### src/rtl/vreg_write_arbiter_pkg.sv
`default_nettype none
// ---------------------------------------------------------------------------
// vreg_write_arbiter_pkg : shared widths and write-source encoding
// Revision: 1.0
// ---------------------------------------------------------------------------
package vreg_write_arbiter_pkg;

  localparam int LENGTH  = 8;
  localparam int INT8    = 8;
  localparam int INT32   = 32;
  localparam int VREG_AW = 5;

  typedef enum logic [1:0] {
    SRC_NONE   = 2'd0,
    SRC_WB     = 2'd1,
    SRC_HEAD   = 2'd2,
    SRC_BYPASS = 2'd3
  } wr_src_e;

endpackage
`default_nettype wire

### src/rtl/conv_wr_fifo.sv
`default_nettype none
// ---------------------------------------------------------------------------
// conv_wr_fifo : in-order conv write queue with per-entry kill and hazard match
// Revision: 1.0
// ---------------------------------------------------------------------------
module conv_wr_fifo #(
  parameter int VW    = 64,
  parameter int DEPTH = 4,
  parameter int AW    = 5,
  parameter int PW    = $clog2(DEPTH)
) (
  input  logic          clk,
  input  logic          rst,
  input  logic          push,
  input  logic          push_kill,
  input  logic [AW-1:0] push_addr,
  input  logic [VW-1:0] push_data,
  input  logic          pop,
  input  logic          kill_en,
  input  logic [AW-1:0] kill_addr,
  input  logic [AW-1:0] rd_addr_a,
  input  logic [AW-1:0] rd_addr_b,
  output logic [PW:0]   count,
  output logic          head_valid,
  output logic [AW-1:0] head_addr,
  output logic [VW-1:0] head_data,
  output logic          match_a,
  output logic          match_b
);

  logic [AW-1:0]    r_addr [DEPTH];
  logic [VW-1:0]    r_data [DEPTH];
  logic [DEPTH-1:0] r_valid;
  logic [PW-1:0]    r_head;
  logic [PW-1:0]    r_tail;
  logic [PW:0]      r_count;
  logic [DEPTH-1:0] w_hit_a;
  logic [DEPTH-1:0] w_hit_b;

  always_ff @(posedge clk) begin
    if (rst) begin
      r_head  <= '0;
      r_tail  <= '0;
      r_count <= '0;
      r_valid <= '0;
    end else begin
      // A newer pipeline write supersedes every queued write to its register.
      for (int i = 0; i < DEPTH; i++) begin
        if (kill_en && (r_addr[i] == kill_addr)) r_valid[i] <= 1'b0;
      end
      if (pop) begin
        r_valid[r_head] <= 1'b0;
        r_head          <= r_head + 1'b1;
      end
      if (push) begin
        r_addr[r_tail]  <= push_addr;
        r_data[r_tail]  <= push_data;
        r_valid[r_tail] <= !push_kill;
        r_tail          <= r_tail + 1'b1;
      end
      case ({push, pop})
        2'b10:   r_count <= r_count + (PW+1)'(1);
        2'b01:   r_count <= r_count - (PW+1)'(1);
        default: r_count <= r_count;
      endcase
    end
  end

  generate
    for (genvar g = 0; g < DEPTH; g++) begin : g_match
      assign w_hit_a[g] = r_valid[g] && (r_addr[g] == rd_addr_a);
      assign w_hit_b[g] = r_valid[g] && (r_addr[g] == rd_addr_b);
    end
  endgenerate

  assign count      = r_count;
  assign head_valid = (r_count != '0) && r_valid[r_head];
  assign head_addr  = r_addr[r_head];
  assign head_data  = r_data[r_head];
  assign match_a    = |w_hit_a;
  assign match_b    = |w_hit_b;

endmodule
`default_nettype wire

### src/rtl/vreg_write_arbiter.sv
`default_nettype none
// ---------------------------------------------------------------------------
// vreg_write_arbiter : vector RF write-port arbiter, pipeline over queued conv
// Revision: 1.0
// ---------------------------------------------------------------------------
module vreg_write_arbiter
  import vreg_write_arbiter_pkg::*;
#(
  parameter int VW    = LENGTH * INT8,
  parameter int DEPTH = 4,
  parameter int AW    = VREG_AW
) (
  input  logic          clk,
  input  logic          rst,
  input  logic          wb_v_write,
  input  logic [AW-1:0] wb_rD,
  input  logic [VW-1:0] wb_vdata,
  input  logic          conv_write,
  input  logic [AW-1:0] conv_addr,
  input  logic [VW-1:0] conv_result,
  output logic          conv_ready,
  input  logic [AW-1:0] rd_addr_a,
  input  logic [AW-1:0] rd_addr_b,
  output logic          pend_hit_a,
  output logic          pend_hit_b,
  output logic          rf_we,
  output logic [AW-1:0] rf_waddr,
  output logic [VW-1:0] rf_wdata,
  output logic [15:0]   conv_drain_cnt
);

  localparam int PW = $clog2(DEPTH);
  localparam logic [PW:0] C_DEPTH = (PW+1)'(DEPTH);

  logic [PW:0]   w_count;
  logic          w_head_valid;
  logic [AW-1:0] w_head_addr;
  logic [VW-1:0] w_head_data;
  logic          w_match_a;
  logic          w_match_b;
  logic          w_accept;
  logic          w_pop;
  logic          w_push;
  logic          w_push_kill;
  wr_src_e       w_src;

  assign conv_ready = !rst && (w_count < C_DEPTH);
  assign w_accept   = conv_write && conv_ready;

  always_comb begin
    w_src = SRC_NONE;
    if (wb_v_write)                        w_src = SRC_WB;
    else if (w_head_valid)                 w_src = SRC_HEAD;
    else if ((w_count == '0) && w_accept)  w_src = SRC_BYPASS;
  end

  // Killed heads drain silently even while the pipeline owns the port.
  assign w_pop       = (w_count != '0) && (!w_head_valid || (w_src == SRC_HEAD));
  assign w_push      = w_accept && (w_src != SRC_BYPASS);
  assign w_push_kill = wb_v_write && (conv_addr == wb_rD);

  conv_wr_fifo #(
    .VW    (VW),
    .DEPTH (DEPTH),
    .AW    (AW)
  ) u_fifo (
    .clk        (clk),
    .rst        (rst),
    .push       (w_push),
    .push_kill  (w_push_kill),
    .push_addr  (conv_addr),
    .push_data  (conv_result),
    .pop        (w_pop),
    .kill_en    (wb_v_write),
    .kill_addr  (wb_rD),
    .rd_addr_a  (rd_addr_a),
    .rd_addr_b  (rd_addr_b),
    .count      (w_count),
    .head_valid (w_head_valid),
    .head_addr  (w_head_addr),
    .head_data  (w_head_data),
    .match_a    (w_match_a),
    .match_b    (w_match_b)
  );

  always_ff @(posedge clk) begin
    if (rst) begin
      rf_we          <= 1'b0;
      rf_waddr       <= '0;
      rf_wdata       <= '0;
      conv_drain_cnt <= '0;
    end else begin
      case (w_src)
        SRC_WB: begin
          rf_we    <= 1'b1;
          rf_waddr <= wb_rD;
          rf_wdata <= wb_vdata;
        end
        SRC_HEAD: begin
          rf_we          <= 1'b1;
          rf_waddr       <= w_head_addr;
          rf_wdata       <= w_head_data;
          conv_drain_cnt <= conv_drain_cnt + 16'd1;
        end
        SRC_BYPASS: begin
          rf_we          <= 1'b1;
          rf_waddr       <= conv_addr;
          rf_wdata       <= conv_result;
          conv_drain_cnt <= conv_drain_cnt + 16'd1;
        end
        default: rf_we <= 1'b0;
      endcase
    end
  end

  assign pend_hit_a = w_match_a || (rf_we && (rf_waddr == rd_addr_a));
  assign pend_hit_b = w_match_b || (rf_we && (rf_waddr == rd_addr_b));

endmodule
`default_nettype wire

### config.mk
export PLATFORM = sky130hd
export DESIGN_NAME = vreg_write_arbiter
export DESIGN_NICKNAME = d
export VERILOG_FILES = /design/src/rtl/vreg_write_arbiter_pkg.sv /design/src/rtl/conv_wr_fifo.sv /design/src/rtl/vreg_write_arbiter.sv
export SDC_FILE = /design/constraint.sdc
export NUM_CORES = 1
export LEC_CHECK = 0
export ABC_AREA = 1
export CAP_MARGIN = 20
export CORE_UTILIZATION = 63
export CTS_BUF_LIST = sky130_fd_sc_hd__clkbuf_16
export CTS_CLUSTER_DIAMETER = 150
export DETAILED_ROUTE_END_ITERATION = 12
export DONT_BUFFER_PORTS = 1
export PLACE_DENSITY = 0.78
export SLEW_MARGIN = 20
export SYNTH_ARGS = -nofsm -noshare
export SYNTH_HDL_FRONTEND = slang
export SYNTH_SLANG_ARGS = --single-unit
### constraint.sdc
create_clock -name clk -period 7.9 [get_ports clk]
set_clock_uncertainty 0.05 [all_clocks]
set_input_delay 1.58 -clock clk [delete_from_list [all_inputs] [get_ports clk]]
set_output_delay 1.58 -clock clk [all_outputs]
set_load 0.02 [all_outputs]
[Yosys cells after proc, flatten, opt, wreduce, memory -nomap -nowiden]
Memory sizes are Yosys's and may differ from the RTL's. A register that Yosys moved wholly into a read port is not among the register bits.
Index checks and enable logic that the tools add are counted.
Cells by class
  bitwise operators: 2
  multiplexer cells: 32
  $add $sub $neg: 5
  reduce and logical (&&, ||, !) cells: 37
  order comparisons: 5
  eq/ne operators: 21
Operator list (count)
  $pmux W64 S3: 1
  $eq A5 B5 Y1: 15
  $logic_and A1 B1 Y1: 23
  $add A16 B1 Y16 const B: 1
  $mux W1: 15
  $pmux W5 S3: 1
  $mux W2: 7
  $mux W4: 3
  $reduce_or A4 Y1: 2
  $eq A2 B2 Y1 const B: 3
  $lt A2 B3 Y1 const B: 2
  $pmux W3 S2: 1
  $reduce_bool A3 Y1: 2
  $add A2 B1 Y2 const B: 2
  $and A4 B4 Y4: 1
  $bwmux W4: 1
  $demux W1 S2: 2
  $eq A2 B1 Y1 const B: 2
  $ge A2 B1 Y1 const B: 2
  $not A4 Y4: 1
  $add A3 B1 Y3 const B: 1
  $logic_not A1 Y1: 3
  $logic_not A3 Y1: 1
  $logic_or A1 B1 Y1: 3
  other kinds (7): 7
Storage, ports and cells
  output and inout port bits: 89
  bits of input ports: 152
  memories: 2
  bits in writable memories: 276
  word-level logic and storage cells: 112
  flip-flop bits (word level): 97
Memories
  u_fifo.r_data: words 4, bits a word 64, rd ports 1, clocked after Yosys merged registers in 1, wr ports 1, RTL line conv_wr_fifo.sv:32  | logic [VW-1:0] r_data [DEPTH];
  u_fifo.r_addr: words 4, bits a word 5, rd ports 5, clocked after Yosys merged registers in 1, wr ports 1, RTL line conv_wr_fifo.sv:31  | logic [AW-1:0] r_addr [DEPTH];

[Logic depth before layout (Yosys ltp)]
Gate-level depths: netlist of the first run.
  depth in word-level cells: 14
  gate-level depth with buffers: 14
  mapped depth without buffers: 14

[Hierarchy]
From an unflattened synthesis of the first run, not the netlist that was laid out.
Second synthesis, totals
  cell total of the unflattened synthesis: 1878
  area total of the unflattened synthesis: 17465.5 um^2
By module, submodules not included
  conv_wr_fifo: cells an instance 1016, seq. area each 8548.2 um^2, instances 1, area each 12326.8 um^2
  vreg_write_arbiter: cells an instance 862, seq. area each 1721.7 um^2, instances 1, area each 5138.7 um^2

[Worst setup path before layout of the first run]
No wires, ideal clock.
  path type: input port to output port
  start: input port rd_addr_b[0]
  end: output port pend_hit_b
  path slack: 3805 ps
  arrival time: 2465 ps
  cell stages on the path: 7
  cell sequence: clkbuf_1 inv_1 a221oi_1 nand3_1 nand2_1 inv_1 nand2_1
On the way
  cells in the longest elaborated chain, start to end: 4
  elaborated cells between the ends (all ways): 12
RTL lines
  start: declaration: RTL line vreg_write_arbiter.sv:23  | input logic [AW-1:0] rd_addr_b,
  $eq A5 B5 Y1: RTL line conv_wr_fifo.sv:72  | assign w_hit_b[g] = r_valid[g] && (r_addr[g] == rd_addr_b);
  $logic_and A1 B1 Y1: RTL line conv_wr_fifo.sv:72
  $reduce_or A4 Y1: RTL line conv_wr_fifo.sv:81  | assign match_b = |w_hit_b;
  $logic_or A1 B1 Y1 *: RTL line vreg_write_arbiter.sv:117  | assign pend_hit_b = w_match_b || (rf_we && (rf_waddr == rd_addr_b));
  end: declaration: RTL line vreg_write_arbiter.sv:25  | output logic pend_hit_b,
Mark *: on every way between the ends. The rest lies on a longest branch, timed or not.

[Final worst setup path of the first run]
  start: input port rd_addr_b[1]
  end: output port pend_hit_b
Same word-level chain as after synthesis.

==> metrics.log, run 1 <==
INFO  metric cp_slowest_cell = nand2_1
INFO  metric min_delay_path_depth = 1
INFO  metric cts_made_buffers = 38
INFO  metric critPathKind = input pin to output pin
INFO  metric netlist_area_before_placement = about 17000 um^2
INFO  metric synth_warnings = 0
INFO  metric grt_first_pass_wirelength = ~64 mm
INFO  metric synth-edff-count = 276
INFO  metric synth_cells = ~1800
INFO  metric avgViaCountPerCell = approximately 6
INFO  metric first_global_vias = 11800
INFO  metric postSynth.topFlopCell = edfxtp_1
INFO  metric most_common_cell_after_layout_fill_and_taps_aside = nand2_1
INFO  metric min-delay-path-class = flip-flop to flip-flop
INFO  metric final.min_clock_period = 4.12 ns
INFO  metric wire_per_inst = between 20 and 25 um
INFO  metric drtAntennaViolNets = 0
INFO  metric setup_viol = 0
INFO  metric wirelength = between 40 and 50 mm
INFO  metric chipHeight = around 160 um
INFO  metric fin_total_pwr = between 5 and 6 mW
INFO  metric std_cell_rows = roughly 60
INFO  metric final_layout_size_suffix_gt1_frac = 0.0518
INFO  metric detailed_place_hpwl = between 20 and 25 mm
INFO  metric synthDistinctLibCells = 34
INFO  metric ys_seq_area_frac = 0.618
INFO  metric ctsHtreeMaxLevel = 2
INFO  metric post_cts.resized_instances = 0
INFO  metric required = between 6 and 7 ns
INFO  metric drv_slew = 0
INFO  metric hp-start = u_fifo.count[0]$_SDFFE_PP0P_
INFO  metric cts-root-buf = clkbuf_16
INFO  metric critical_path_s_largest_stage_delay = roughly 0.18 ns
INFO  metric synth-async-reset-ratio = 0
INFO  metric remaining_global_route_overflow = 0
INFO  metric worstPathArrival = ~2.5 ns
INFO  metric grt_start_max_net_pins = 96
INFO  metric hold_viol = 0
INFO  metric grt_use_total = 0.308
INFO  metric drt_first_pass_iters = 5
INFO  metric cp-end-kind = output pin
INFO  metric clock_tree.buffer_depth = 3
INFO  metric layout.cells.most_common_list = nand2_1 (362), o21ai_0 (286), edfxtp_1 (276)
INFO  metric outcome = finished clean
INFO  metric initial_antenna_violation_count = 1
INFO  metric ys_ff_latch = approximately 380
INFO  metric finalSetupTns = 0 ns
INFO  metric nets = between 1500 and 2000
INFO  metric initial_core_util = 0.640
INFO  metric postCtsSetupBuffers = 0
INFO  metric leakage = 6.86 nW
INFO  metric die-width = 164 um
INFO  metric grt_setup_unrepaired = no
INFO  metric numPortBuffers = 0
INFO  metric final_min_period_over_clock_period = 0.522
INFO  metric die_area = between 20000 and 30000 um^2
INFO  metric worst_setup_path_startpoint = rd_addr_b[1]
INFO  metric tightestPinTransition = around 1.1 ns
INFO  metric power.density = around 310 nW/um^2
INFO  metric total_number_of_vias = 12600
INFO  metric clk-insertion-delay-late = around 0.51 ns
INFO  metric critPathLaunchType = input pin
INFO  metric reg2reg_depth = 8
INFO  metric crit_path_cell_trace = inv_1 > o21ai_0 > a21oi_1 > nand3_1 > nor3_1 > nor2_1 > nand2_1
INFO  metric maximum_capacitance_violations = 0
INFO  metric cts.sinks = between 300 and 400
INFO  metric avg_inst_size_synth = approximately 9.4 um^2
INFO  metric areaGrowthSynthToFinish = 8.23%
INFO  metric core-area = approximately 26000 um^2
INFO  metric fmaxAchievable = 243 MHz
INFO  metric cts-hold-fix-buffers = 0
INFO  metric io_pins = between 200 and 250
INFO  metric cts_tree = done
INFO  metric timing.slew.headroom = 0.255
INFO  metric worstPathMaxFanout = 6
INFO  metric detail_route.iter0.violations = 1221
INFO  metric maximum_ir_drop_on_the_vdd_rail = about 0.21 mV
INFO  metric drc_violations_left = 0
INFO  metric syn_nets = between 1500 and 2000
INFO  metric clk_pin_slew = ~0.05 ns
INFO  metric gp_congestion = between 1 and 1.5
==> synth_stat cells, drive strengths merged, types with 2 or more instances <==
cell type,instances,area (um^2)
dfxtp,99,1980
o22ai,25,156
a21oi,146,731
nor2,210,788
buf,47,244
xnor2,11,96.3
nand4,13,81.3
clkbuf,52,195
nand3,42,233
edfxtp,276,8290
ha,10,125
inv,125,469
nor3,24,125
o21ai,299,1500
xor2,16,140
a221oi,2,17.5
nand2,366,1380
==> cell type report <==
class / count / area (um^2)
sequential: 375 / 10300
clock inverter: 28 / 233
fill: 1960 / 8000
timing repair buffer: 15 / 113
antenna: 1 / 2.50
inverter: 125 / 472
multi-input combinational: 1172 / 5450
tap: 335 / 419
clock buffer: 41 / 1030
==> worst paths after layout <==
| kind | to | slack [ns] |
|---|---|---|
| max | pend_hit_b | 3.78 |
| min | u_fifo.count[0]$_SDFFE_PP0P_ | 0.43 |
| max reg2reg | rf_wdata[5]$_SDFFE_PP0P_ | 4.48 |
| min reg2reg | u_fifo.count[0]$_SDFFE_PP0P_ | 0.43 |
==> stage by stage <==
step	worst slack (ns)	utilization	instance area, um^2	hold WS [ns]	cells
global placement	3.79	0.644	16700	0.408	2022
floorplan	3.80	-	16600	0.392	1771
finish	3.78	0.692	18000	0.429	2092
detailed placement	3.67	0.644	16700	0.416	2022
CTS	3.80	0.692	18000	0.424	2091
global route	3.67	0.692	18000	0.464	2092
==> flip-flops by register name (all words and copies together), names as in the netlist, named ones only <==
signal / cells
conv_drain_cnt: 16
rf_waddr: 5
rf_wdata: 64
rf_we: 1
u_fifo.count: 3
u_fifo.r_addr: 20
u_fifo.r_data: 256
u_fifo.r_head: 2
u_fifo.r_tail: 2
u_fifo.r_valid: 4
==> critical path, delay by kind of cell <==
family	cells	cell delay, ns
simple gates	4	0.50
compound gates	2	0.24
buf+inv	1	0.16
==> cell families after synthesis <==
group / Yosys count / synth area share
XOR/XNOR: 27 / 0.0142
buffers and inverters: 224 / 0.0547
adder cells (fa/ha/maj): 11 / 0.00873
AO/OA/AOI/OAI: 476 / 0.146
AND/OR/NAND/NOR: 658 / 0.158
flip-flops: 375 / 0.618
==> where the power goes <==
part	internal (mW)	switching [mW]	total, mW	leakage (nW)
logic	0.335	0.803	1.14	2.90
clock network	1.07	0.718	1.79	0.646
registers	2.30	0.273	2.57	3.32
total	3.70	1.79	5.49	6.86
==> layer usage <==
layer  vias to the layer above  part of all wire  GRT usage
met4                         0             0.023     0.0976
met2                       581              0.47      0.490
met3                        69              0.10     0.0748
met5                         -                 0          0
met1                      6000              0.41      0.419
li1                       5956                 -          -
Power figures use the tool's default switching activity.
==> run 2: changes to the inputs <==
Settings changed: CORE_UTILIZATION 63 to 57, PLACE_DENSITY 0.78 to 0.74.
Clock period 7.9 ns to 3.3 ns, I/O delays scaled along.
==> run 2 against run 1 <==
Register-to-register slack got worse by 3.7 ns. Via count increased by 0.29%. Core utilization decreased by 5.8 points. Largest power group unchanged.
==> metrics.log, run 2 (synthesis results as in run 1) <==
INFO  metric fin_total_pwr = 13.1 mW (+140%)
INFO  metric areaGrowthSynthToFinish = 9.51%
INFO  metric total_number_of_vias = 12600 (+0.29%)
INFO  metric detailed_place_hpwl = 25.9 mm (+4.5%)
INFO  metric power.net_switching = 4.38 mW (+140%)
INFO  metric drt_first_pass_iters = 6 (+1)
INFO  metric grt_use_total = 0.282 (-0.0258)
INFO  metric numPortBuffers = 0 (unchanged)
INFO  metric r2r_start = u_fifo.r_head[0]$_SDFFE_PP0P_
INFO  metric post_cts.resized_instances = 0 (unchanged)
INFO  metric register_name_with_the_most_flops = u_fifo.r_data
INFO  metric critical_path_s_largest_stage_delay = 0.58 ns (+0.40 ns)
INFO  metric clock_power_share = 0.316 (-0.009)
INFO  metric tightestPinTransition = 0.767 ns (-0.350 ns)
INFO  metric std_cell_rows = 62 (+5.1%)
INFO  metric final_layout_size_suffix_gt1_frac = 0.0598 (+0.00800)
INFO  metric hold_viol = 0 (unchanged)
INFO  metric cts-root-buf = clkbuf_16
INFO  metric r2r_setup_slack = 0.79 ns (-3.69 ns)
INFO  metric power.share.switching = 0.334 (+0.00753)
INFO  metric detail_route.iter0.violations = 1278 (+4.7%)
INFO  metric cts-hold-fix-buffers = 0 (unchanged)
INFO  metric postCtsSetupBuffers = 0 (unchanged)
INFO  metric clock_tree.buffer_depth = 3 (unchanged)
INFO  metric p_seq_frac = 0.461 (-0.007)
INFO  metric initial_antenna_violation_count = 0 (-1)
INFO  metric reg2reg_depth = 11 (+3)
INFO  metric maximum_ir_drop_on_the_vdd_rail = 0.442 mV (+110%)
INFO  metric cp-end-kind = output pin
INFO  metric leakage = 6.94 nW (+1.1%)
INFO  metric drc_violations_left = 0 (unchanged)
INFO  metric power.density = 721 nW/um^2 (+140%)
INFO  metric drv_slew = 0 (unchanged)
INFO  metric combPwrFrac = 0.223 (+0.016)
INFO  metric remaining_global_route_overflow = 0 (unchanged)
INFO  metric register_area = 10300 um^2 (unchanged)
INFO  metric antennaDiodeCount = 0 (-1)
INFO  metric wirelength = 42.5 mm (+1.1%)
INFO  metric num-fill-cells = 2280 (+16%)
INFO  metric worstPathMaxFanout = 5 (-1)
INFO  metric worstPathArrival = 1.92 ns (-0.57 ns)
INFO  metric fmaxAchievable = between 300 and 400 MHz
INFO  metric reg_top3 = u_fifo.r_data: 256 flops, rf_wdata: 64 flops, u_fifo.r_addr: 20 flops
INFO  metric min_delay_path_depth = 1 (unchanged)
INFO  metric hp-start = rst
INFO  metric fin_area = 18200 um^2 (+1.2%)
INFO  metric cts_made_buffers = 39 (+2.6%)
INFO  metric maximum_capacitance_violations = 0 (unchanged)
INFO  metric clk-insertion-delay-late = 0.52 ns (about the same)
INFO  metric drtAntennaViolNets = 0 (unchanged)
INFO  metric core-area = 28700 um^2 (+10%)
INFO  metric cts.sinks = 375 (unchanged)
INFO  metric outcome = finished clean
INFO  metric nets = 1904 (+0.74%)
INFO  metric die-width = 173 um (+5.1%)
INFO  metric final_min_period_over_clock_period = 0.796
INFO  metric clk_pin_slew = 0.07 ns (+0.02 ns)
INFO  metric most_common_cell_after_layout_fill_and_taps_aside = nand2_1
INFO  metric gp_congestion = 1.00 (-4.8%)
INFO  metric io_pins = 241 (unchanged)
INFO  metric ctsHtreeMaxLevel = 2 (unchanged)
INFO  metric crit_path_cell_trace = o21ai_0 > a21oi_1 > nand3_1 > nand2_1 > inv_1 > nand2_1
INFO  metric dp_slack = 0.682 ns (-2.99 ns)
INFO  metric min-delay-path-class = input pin to flip-flop
INFO  metric finalSetupTns = 0 ns (unchanged)
INFO  metric avgViaCountPerCell = 5.86 (-2.7%)
INFO  metric cellInternalPower = 8.74 mW (+140%)
INFO  metric worst_setup_margin = 0.672 ns (-3.11 ns)
INFO  metric chipHeight = 173 um (+5.1%)
INFO  metric critPathLaunchType = flip-flop
INFO  metric cts_tree = done
INFO  metric grt_first_pass_wirelength = 66.7 mm (+4.5%)
INFO  metric worst_path_most_repeated_cell = nand2_1
INFO  metric initial_core_util = 0.579 (-0.0606)
INFO  metric area_of_the_multi_input_gates = 5450 um^2 (unchanged)
INFO  metric layout.cells.most_common_list = nand2_1 (362), o21ai_0 (286), edfxtp_1 (276)
INFO  metric setup_viol = 0 (unchanged)
INFO  metric worst_setup_path_startpoint = rf_waddr[4]$_SDFFE_PP0P_
INFO  metric grt_start_max_net_pins = 139 (+45%)
INFO  metric critPathKind = flip-flop to output pin
INFO  metric cp_slowest_cell = dfxtp_1
INFO  metric post_dp_cell_area = 17000 um^2 (+1.6%)
INFO  metric die_area = 29800 um^2 (+10%)
INFO  metric max_reg_flops = 256 (unchanged)
INFO  metric grt_setup_unrepaired = no
INFO  metric required = 2.59 ns (-3.68 ns)
INFO  metric final.min_clock_period = around 2.6 ns
INFO  metric timing.slew.headroom = 0.487 (+0.231)
INFO  metric wire_per_inst = 19.7 um (-1.9%)
INFO  metric first_global_vias = 12400 (+4.6%)
[run 2: path summary, 6_finish.rpt]
| path | to |
|---|---|
| setup / recovery | pend_hit_b |
| hold / removal | conv_drain_cnt[11]$_SDFFE_PP0N_ |
| setup reg to reg | rf_wdata[22]$_SDFFE_PP0P_ |
| hold reg to reg | u_fifo.count[0]$_SDFFE_PP0P_ |
[run 2: routing by layer]
metal,GRT usage,wire length [um],up-vias
li1,-,-,5983
met4,0.0948,1030,0
met5,0,0,-
met2,0.472,20500,588
met3,0.0517,3500,84
met1,0.372,17400,5987
[run 2: through the flow]
stage,std cells,utilization,hold slack [ns]
2_1_floorplan,1771,-,0.392
3_3_place_gp,2084,0.592,0.402
3_5_place_dp,2084,0.592,0.420
4_1_cts,2156,0.634,0.142
5_1_grt,2156,0.634,0.139
6_report,2156,0.634,0.156
[run 2: power groups by stage]
stage | Combinational (mW) | Clock (mW) | Sequential [mW]
6_report | 2.93 | 4.14 | 6.05
5_1_grt | 3.32 | 4.36 | 6.08
4_1_cts | 2.93 | 4.18 | 6.04
3_5_place_dp | 2.90 | 0 | 6.13
3_3_place_gp | 2.82 | 0 | 6.13
2_1_floorplan | 2.17 | 0 | 6.05
[run 2: worst max-delay path, delay by kind of cell, from the launching register on]
family,cells,cell delay [ns]
AOI/OAI and AO/OA,2,0.43
buffers and inverters,1,0.04
DFF,1,0.58
and+or+nand+nor,3,0.35
[run 2: area by class of cell]
class,count,area share
inverters,125,0.0263
well taps,384,0.0264
clock buffers,40,0.0550
repair buffers,28,0.0170
clock inverters,32,0.0114
multi-input cells,1172,0.299
flip-flops and latches,375,0.564
